`src/rtl/muldiv_sequencer.sv`:
```
// muldiv_sequencer: iterative MIPS multiply/divide unit owning the HI/LO pair
// Optional build macro MULDIV_EARLY_OUT_EN: multiply leaves RUN once the remaining multiplier bits are zero.
// Ports: i_clk/i_rst_n clock and async active-low reset; i_valid/i_funct/i_rs/i_rt issue a HI/LO-class op;
// i_flush squashes an in-flight op; o_stall holds EX while busy; o_busy/o_done/o_div_zero report status;
// o_mf_data is the MFHI/MFLO read; o_hi/o_lo expose the HI/LO registers.
module muldiv_sequencer #(
    parameter int NB_DATA  = 32,
    parameter int NB_FUNCT = 6,
    parameter int NB_COUNT = 6
) (
    input  logic                i_clk,
    input  logic                i_rst_n,
    input  logic                i_valid,
    input  logic [NB_FUNCT-1:0] i_funct,
    input  logic [NB_DATA-1:0]  i_rs,
    input  logic [NB_DATA-1:0]  i_rt,
    input  logic                i_flush,
    output logic                o_stall,
    output logic                o_busy,
    output logic                o_done,
    output logic                o_div_zero,
    output logic [NB_DATA-1:0]  o_mf_data,
    output logic [NB_DATA-1:0]  o_hi,
    output logic [NB_DATA-1:0]  o_lo
);
    localparam logic [NB_FUNCT-1:0] F_MULT  = 6'b011000;
    localparam logic [NB_FUNCT-1:0] F_MULTU = 6'b011001;
    localparam logic [NB_FUNCT-1:0] F_DIV   = 6'b011010;
    localparam logic [NB_FUNCT-1:0] F_DIVU  = 6'b011011;
    localparam logic [NB_FUNCT-1:0] F_MTHI  = 6'b010001;
    localparam logic [NB_FUNCT-1:0] F_MFLO  = 6'b010010;
    localparam logic [NB_FUNCT-1:0] F_MTLO  = 6'b010011;
    typedef enum logic [1:0] {IDLE, RUN, SIGN} state_t;
    state_t                 state;
    logic [NB_COUNT-1:0]    cnt;
    logic [2*NB_DATA-1:0]   acc, mc, mul_acc, prod;
    logic [NB_DATA-1:0]     mp, hi, lo, abs_a, abs_b, quot, rem;
    logic [NB_DATA:0]       div_t;
    logic                   is_div, neg_q, neg_r, dz, idle_ok, start, sa, sb, div_ok, last;
    // For divide, acc[NB_DATA-1:0] is the partial remainder, mp shifts dividend bits out and quotient bits in,
    // and mc[NB_DATA-1:0] holds the divisor; for multiply acc/mc/mp are product/multiplicand/multiplier.
    assign idle_ok = (state == IDLE) & i_valid & ~i_flush;
    assign start   = idle_ok & (i_funct inside {F_MULT, F_MULTU, F_DIV, F_DIVU});
    assign sa      = ~i_funct[0] & i_rs[NB_DATA-1];
    assign sb      = ~i_funct[0] & i_rt[NB_DATA-1];
    assign abs_a   = sa ? -i_rs : i_rs;
    assign abs_b   = sb ? -i_rt : i_rt;
    assign mul_acc = acc + (mp[0] ? mc : '0);
    assign div_t   = {acc[NB_DATA-1:0], mp[NB_DATA-1]} - {1'b0, mc[NB_DATA-1:0]};
    assign div_ok  = ~div_t[NB_DATA];
`ifdef MULDIV_EARLY_OUT_EN
    assign last    = (cnt == NB_COUNT'(NB_DATA-1)) | (~is_div & (mp[NB_DATA-1:1] == '0));
`else
    assign last    = cnt == NB_COUNT'(NB_DATA-1);
`endif
    assign prod    = neg_q ? -acc : acc;
    // Division by zero leaves the full dividend magnitude as remainder, so only LO needs forcing.
    assign quot    = dz ? '1 : neg_q ? -mp : mp;
    assign rem     = neg_r ? -acc[NB_DATA-1:0] : acc[NB_DATA-1:0];
    assign o_stall   = i_valid & (state != IDLE);
    assign o_busy    = state != IDLE;
    assign o_mf_data = (i_funct == F_MFLO) ? lo : hi;
    assign o_hi      = hi;
    assign o_lo      = lo;
    always_ff @(posedge i_clk or negedge i_rst_n) begin
        if (!i_rst_n) begin
            state      <= IDLE;
            cnt        <= '0;
            acc        <= '0;
            mc         <= '0;
            mp         <= '0;
            hi         <= '0;
            lo         <= '0;
            is_div     <= 1'b0;
            neg_q      <= 1'b0;
            neg_r      <= 1'b0;
            dz         <= 1'b0;
            o_done     <= 1'b0;
            o_div_zero <= 1'b0;
        end else begin
            o_done     <= 1'b0;
            o_div_zero <= 1'b0;
            if (state != IDLE && i_flush) begin
                state <= IDLE;
            end else if (start) begin
                state  <= RUN;
                cnt    <= '0;
                acc    <= '0;
                is_div <= i_funct[1];
                neg_q  <= sa ^ sb;
                neg_r  <= sa;
                dz     <= i_funct[1] & (i_rt == '0);
                mc     <= {{NB_DATA{1'b0}}, i_funct[1] ? abs_b : abs_a};
                mp     <= i_funct[1] ? abs_a : abs_b;
            end else if (idle_ok) begin
                if (i_funct == F_MTHI) hi <= i_rs;
                if (i_funct == F_MTLO) lo <= i_rs;
            end else if (state == RUN) begin
                cnt   <= cnt + 1'b1;
                state <= last ? SIGN : RUN;
                if (is_div) begin
                    acc[NB_DATA-1:0] <= div_ok ? div_t[NB_DATA-1:0] : {acc[NB_DATA-2:0], mp[NB_DATA-1]};
                    mp               <= {mp[NB_DATA-2:0], div_ok};
                end else begin
                    acc <= mul_acc;
                    mc  <= mc << 1;
                    mp  <= mp >> 1;
                end
            end else if (state == SIGN) begin
                state      <= IDLE;
                hi         <= is_div ? rem : prod[2*NB_DATA-1:NB_DATA];
                lo         <= is_div ? quot : prod[NB_DATA-1:0];
                o_done     <= 1'b1;
                o_div_zero <= dz;
            end
        end
    end
endmodule

```
`config.mk`:
```
export PLATFORM = sky130hd
export DESIGN_NAME = muldiv_sequencer
export DESIGN_NICKNAME = d
export VERILOG_FILES = /design/src/rtl/muldiv_sequencer.sv
export SDC_FILE = /design/constraint.sdc
export NUM_CORES = 1
export LEC_CHECK = 0
export BUFFER_PORTS_ARGS = -buffer_cell sky130_fd_sc_hd__buf_2
export CORE_MARGIN = 2
export CORE_UTILIZATION = 25
export CTS_CLUSTER_DIAMETER = 80
export DETAILED_ROUTE_END_ITERATION = 7
export PLACE_DENSITY = 0.43
export SYNTH_ARGS = -nofsm -noshare
export SYNTH_HDL_FRONTEND = slang
export SYNTH_SLANG_ARGS = --single-unit
```
`constraint.sdc`:
```
create_clock -name i_clk -period 3.8 [get_ports i_clk]
set_input_delay 0.38 -clock i_clk [delete_from_list [all_inputs] [get_ports i_clk]]
set_output_delay 0.38 -clock i_clk [all_outputs]
set_load 0.01 [all_outputs]
```
==> key figures, run 1 <==
Outcome
  • Status: finished, final reports clean

Routing
  • Remaining antenna violation count: 0
  • 1st-iter DRT viols: roughly 1,700
  • Drt via density: ~5.3
  • Vias: roughly 22,000
  • DR pass1 iterations: 5
  • Drt wl/cell: around 23 µm
  • Post-route DRC violation count: 0
  • Final WL: about 94 mm

STA
  • Max Slew Vio Count: 0
  • Final setup vio count: 0
  • Slew HR: roughly 36%
  • Tmin final: between 3000 and 4000 ps
  • Fmax: around 270 MHz
  • Final Hold Fails: 0
  • Clk_skew: between 30 and 40 ps
  • Post-Route Setup TNS: 0 ps
  • Setup ws final: between 100 and 150 ps
  • Worst-Margin Slew: about 950 ps
  • Tcrit/Tclk final: a little over nine tenths

Setup path
  • CP cell instances: nor4_2 -> nand2_1 -> or4_4 -> or4_4 -> o21a_1 -> a21oi_1 -> xor2_1 -> mux2i_1 -> a21boi_0 -> o21ai_1
  • Max incr delay on CP: ~570 ps
  • CP Launch Type: flip-flop
  • Worst path arrival time: ~4100 ps
  • Max stage delay cell, worst path: dfrtp_1
  • Crit path kind: reg -> reg
  • Crit Path Max Fanout: 6
  • CP required: about 4300 ps
  • R2R setup slack: between 100 and 150 ps
  • Critical Path Sink Type: flip-flop
  • CP most frequent cell: or4_4

Floorplanning
  • Chip Height: approximately 300 µm
  • Core region area: 86,600 µm²
  • Die ar.: ~90,000 µm²
  • Rows: 108
  • Initial Util: around 25%
  • Die width: roughly 300 µm
  • Top-Level Pins: 174

Synth
  • Synthesized cell area: 21,800 µm²
  • Post-Synth XOR/XNOR Area: a little over a tenth
  • Synth Warn #: 0
  • Post-synth EDFFs: 0
  • Mean Syn Cell Area: 7.83 µm²
  • Mux share of post-synthesis cell area: about 5.3%
  • Cells after Synth: about 2,800
  • Synth Area in Compound Gates: between 20% and 30%
  • Syn Nets: ~3,000
  • Ys flop type: dfrtp_1
  • Seq/Total Area, Yosys: a little over a quarter
  • Synthesized-area fraction occupied by adder cells: around 6.1%
  • Register bit total from synthesis: ~240
  • Yosys cell types: 85
  • Ys async rst share: 100%
  • Main combinational cell family by area after synthesis: compound AO/OA/AOI/OAI gates
  • Synth Area in Simple Gates: 19.0%

Power and ir drop
  • Switching share of power: 50.4%
  • P_int: around 10,000 µW
  • Pleak: ~0.011 µW
  • NetSw: approximately 10,000 µW
  • P per Cell Area: 799 nW/µm²
  • Peak VDD IR: ~0.32 mV
  • Clock power frac: 14.2%
  • Logic pwr share: about 64%
  • Sequential power share: around 22%

Clock tree
  • Clk root buf: clkbuf_16
  • Num CTS Buffers: 30
  • Later-pin clock latency in the skew report: around 610 ps
  • TritonCTS clock tree: yes
  • Clk sinks: around 240
  • CTS clock-pin slew for the worst setup and hold paths: about 60 ps
  • Max clock buf depth: 3
  • CTS H-tree depth: 1

Global route
  • Initial antenna violation count: 2
  • First-pass GRT wire length: between 100 and 150 mm
  • Largest net degree at the start of global routing: 87
  • GR Overflow Total: 0
  • GRT Total Usage: between 20% and 30%
  • Vias in the first global route: 21,000

Place
  • Count of port buffers added during placement: 173
  • Setup WS pre-CTS: -94.2 ps
  • DP Wirelength: 74.3 mm
  • Routability cong.: ~0.92

Cells and area
  • Layout area overhead: 19.0%
  • Share of cells above drive strength 1: between 10% and 20%
  • Net count, final: roughly 3,200
  • Fillcell total: roughly 9,400
  • N_diodes: 0

Hold path
  • Hold Path Class: in -> reg

Job
  • Max-cap viol count: 0
[path summary, 6_finish.rpt]
kind                       startpoint  endpoint  cells past startpoint
max                           acc[13]  o_hi[30]                     10
min                          i_rs[23]  o_lo[23]                      3
max reg2reg                   acc[13]  o_hi[30]                     10
min reg2reg                  o_hi[15]  o_hi[15]                      2
max in group asynchronous     i_rst_n     neg_q                      3
min in group asynchronous     i_rst_n    mc[62]                      2
[per-layer routing]
layer	GRT usage (%)	vias to the layer above	routed length [µm]
li1	-	10500	-
met1	28.5	10600	43500
met2	33.6	609	43400
met3	1.85	113	4200
met4	5.79	0	2890
met5	0	-	0
[sequential cells by signal, indices dropped and copies added (netlist names)]
signal and count:
mp 32, acc 64, is_div 1, state 2, mc 64, o_lo 32
cnt 6, o_div_zero 1, o_hi 32, neg_q 1, o_done 1, neg_r 1
dz 1
[final cells by class]
class / instances / area (µm²) / share of cell area, %
multi-input combinational: 2278 / 15000 / 57.6
sequential: 238 / 5960 / 23.0
timing repair buffer: 349 / 2320 / 8.93
tap: 1155 / 1450 / 5.57
clock buffer: 42 / 856 / 3.30
inverter: 77 / 289 / 1.11
clock inverter: 11 / 128 / 0.492
[power by group through the flow]
stage / Combinational (µW) / Sequential [µW] / Clock, µW
finish: 13300 / 4480 / 2950
global route: 14500 / 4590 / 3120
CTS: 13100 / 4470 / 3020
detailed placement: 13100 / 4520 / 0
global placement: 13100 / 4510 / 0
floorplan: 8310 / 4040 / 0
[metrics by stage]
stage / total power (µW) / hold WS (ps) / cells / cell area (µm²) / utilization (%)
final: 20700 / 98.9 / 4150 / 25900 / 30.0
after global routing: 22200 / 87.3 / 4150 / 25900 / 30.0
after CTS: 20600 / 69.4 / 4149 / 25900 / 29.9
after detailed placement: 17600 / 488 / 4095 / 24900 / 28.7
after global placement: 17700 / 482 / 4095 / 24900 / 28.7
after floorplan: 12300 / 84.4 / 2786 / 21800 / -
[cells in the mapped netlist, types with 47 or more instances]
| cell | number | area share, % |
|---|---|---|
| xor2_1 | 104 | 4.2 |
| a21oi_1 | 251 | 5.8 |
| dfrtp_1 | 238 | 27 |
| nor2_1 | 265 | 4.6 |
| a21o_1 | 57 | 2.0 |
| clkbuf_1 | 166 | 2.9 |
| ha_1 | 103 | 5.9 |
| xnor2_1 | 155 | 6.2 |
| mux2i_1 | 66 | 3.0 |
| o21ai_0 | 210 | 4.8 |
| nand2_1 | 294 | 5.1 |
| a211oi_1 | 58 | 2.0 |
| nand3_1 | 47 | 1.1 |
| inv_1 | 75 | 1.3 |
[cell usage in the layout (no fill, tap or decap), types with 35 or more instances in the layout]
master      n
and2_1     43
a211oi_1   56
xor2_1    104
nor3_1     39
a21o_1     57
o21ai_0   207
mux2_2     43
xnor2_1   155
a21oi_1   248
dfrtp_1   235
mux2i_1    66
nand3_1    45
buf_2     172
inv_1      75
ha_1      102
a22o_1     35
o31ai_1    43
buf_4     165
a31oi_1    43
nor2_1    263
nand2_1   291
o211ai_1   44
[cell families (layout without fill, tap and decap cells)]
group                      count (synthesis)  count (layout)
AOI/OAI and AO/OA                        923             923
xor gates and xnor gates                 259             259
adders and majority gates                105             105
buffers and inverters                    270             479
DFF                                      238             238
muxes                                    109             109
and+or+nand+nor                          882             882
[critical path, delay by kind of cell (launching register included)]
kind,cells,cell delay (ps)
compound gates,4,760
flops,1,570
mux,1,160
simple gates,4,1800
xor+xnor,1,220
[what timing repair did]
item                                    4_1_cts  5_1_grt
endpoints found under the setup margin        4       36
gates resized for setup                       3       20
hold buffers                                  1        0
pin swaps                                     0        0
setup buffers                                 0        1
endpoints found under the hold margin        81        0
Power figures use the tool's default switching activity.
==> inputs of run 2 (changes only) <==
--- a/config.mk
+++ b/config.mk
@@ -11,6 +11,7 @@
 export CTS_CLUSTER_DIAMETER = 80
 export DETAILED_ROUTE_END_ITERATION = 7
 export PLACE_DENSITY = 0.43
+export SLEW_MARGIN = 20
 export SYNTH_ARGS = -nofsm -noshare
 export SYNTH_HDL_FRONTEND = slang
 export SYNTH_SLANG_ARGS = --single-unit
==> constraint.sdc (replaced) <==
create_clock -name i_clk -period 3 [get_ports i_clk]
set_input_delay 0.3 -clock i_clk [delete_from_list [all_inputs] [get_ports i_clk]]
set_output_delay 0.3 -clock i_clk [all_outputs]
set_load 0.01 [all_outputs]
==> key figures, run 2 (synthesis results as in run 1) <==
Outcome
  • Status: complete, but fails checks
  • Failing checks: setup timing

Setup path
  • Worst path arrival time: about 4000 ps
  • Reg2reg end: acc[63]
  • CP required: 3490 ps
  • Crit Path Max Fanout: 14
  • CP Launch Type: flip-flop
  • Critical Path Source: mp[0]
  • Crit path kind: reg -> reg
  • Reg2reg start: mp[0]
  • R2R setup slack: -470 ps
  • R2R depth: 15
  • Critical Path Sink Type: flip-flop
  • Setup crit end: acc[63]

Floorplanning
  • Rows: 108
  • Die width: between 200 and 300 µm
  • Core region area: around 87,000 µm²
  • Die ar.: about 90,000 µm²
  • Initial Util: roughly a quarter
  • Chip Height: roughly 300 µm
  • Top-Level Pins: about 170

Place
  • Routability cong.: 0.913
  • DP Wirelength: ~79 mm
  • Count of port buffers added during placement: 173
  • DP Area: ~28,000 µm²

Global route
  • Vias in the first global route: roughly 23,000
  • First-pass GRT wire length: between 100 and 150 mm
  • Initial antenna violation count: 0
  • Largest net degree at the start of global routing: 79
  • GRT Total Usage: between 20% and 30%
  • GR Overflow Total: 0

STA
  • Fmax: around 290 MHz
  • Final setup vio count: 82
  • Post-Route Setup TNS: -12,140 ps
  • Clk_skew: around 32 ps
  • Final Hold Fails: 0
  • RSZ-0062 raised after global routing: yes
  • Setup ws final: -470 ps
  • Fin Hold WS: approximately 50 ps
  • Max Slew Vio Count: 0
  • Worst-Margin Slew: 1050 ps
  • Tmin final: 3470 ps
  • Slew HR: 30.0%
  • Tcrit/Tclk final: 116%

Clock tree
  • Clk root buf: clkbuf_16
  • Later-pin clock latency in the skew report: ~570 ps
  • CTS clock-pin slew for the worst setup and hold paths: roughly 60 ps
  • Clk sinks: 238
  • CTS H-tree depth: 2
  • Max clock buf depth: 3
  • Num CTS Buffers: 34
  • TritonCTS clock tree: yes

Cells and area
  • Net count, final: 3,641
  • Fin area: about 31,000 µm²
  • Final core occ: between 30% and 40%
  • Layout area overhead: 44.3%
  • Commonest non-fill, non-tap cell in the layout: buf_4
  • Share of cells above drive strength 1: ~35%
  • N_diodes: 0
  • Biggest regs: acc: 64 flops, mc: 64 flops
  • Most frequent cells in the layout: 617 x buf_4, 283 x nand2_1, 248 x nor2_1

Power and ir drop
  • Pleak: about 0.014 µW
  • Total power draw: roughly 32,000 µW
  • P per Cell Area: 1030 nW/µm²
  • Peak VDD IR: around 0.45 mV

Routing
  • Drt wl/cell: 21.5 µm
  • Drt via density: between 5 and 6
  • Post-route DRC violation count: 0
  • Remaining antenna violation count: 0
  • Vias: 23,700
  • 1st-iter DRT viols: about 2,000
  • Final WL: roughly 100 mm
  • DR pass1 iterations: 8

Hold path
  • Hold Path Class: in -> reg

Job
  • Max-cap viol count: 0
run 2: worst min path at each step:
stage                  start       end  slack, ps  cells past startpoint
floorplan            i_rst_n    acc[0]          4                      0
global placement     i_rst_n   acc[62]        360                      1
detailed placement   i_rst_n    mc[61]        350                      1
CTS                 i_rs[25]  o_lo[25]         30                      3
global route        i_rs[27]  o_lo[27]         40                      3
finish              i_rs[25]  o_lo[25]         50                      3
run 2: final cells by class:
type,instances,area [µm²]
Inverter,77,297
Clock inverter,21,203
Timing Repair Buffer,832,6190
Multi-Input combinational cell,2279,16500
Tap cell,1155,1450
Fill cell,9115,55100
Clock buffer,40,893
Sequential cell,238,5970
run 2: worst max-delay path, stage by stage, from the launching register on:
cell and delay (ps):
dfrtp_2 490, inv_8 160, nor2_1 70, ha_2 170, buf_4 150, a2111o_1 420
o21ai_2 230, o311ai_4 170, a2111oi_4 380, buf_4 210, o211ai_1 90, buf_4 170
nand3_1 80, a21oi_1 80, or4_1 460, nand3_1 80
run 2: metrics by stage:
stage                     cells  worst slack, ps
final                      4642             -470
after global routing       4642             -632
after CTS                  4624             -447
after detailed placement   4528             -685
after global placement     4528             -650
after floorplan            2786             -232
run 2: routing by layer:
metal	vias to the layer above	GRT usage, %	wire length (µm)	part of all wire, %
met5	-	0	0	0
met4	0	6.25	3180	3.2
met3	132	2.68	5300	5.3
met2	705	35.5	45500	46
met1	11400	30.3	45800	46
li1	11500	-	-	-
run 2: repair_timing:
item,4_1_cts,5_1_grt
setup buffers,30,22
setup endpoints to repair,100,107
pin swaps,92,75
cloned,5,0
resized for setup,293,112
hold buffers,1,0
endpoints found under the hold margin,72,0
run 2: where the power goes:
part	internal [µW]	switching (µW)
registers	4190	1140
clock network	2340	1770
logic	10600	12400
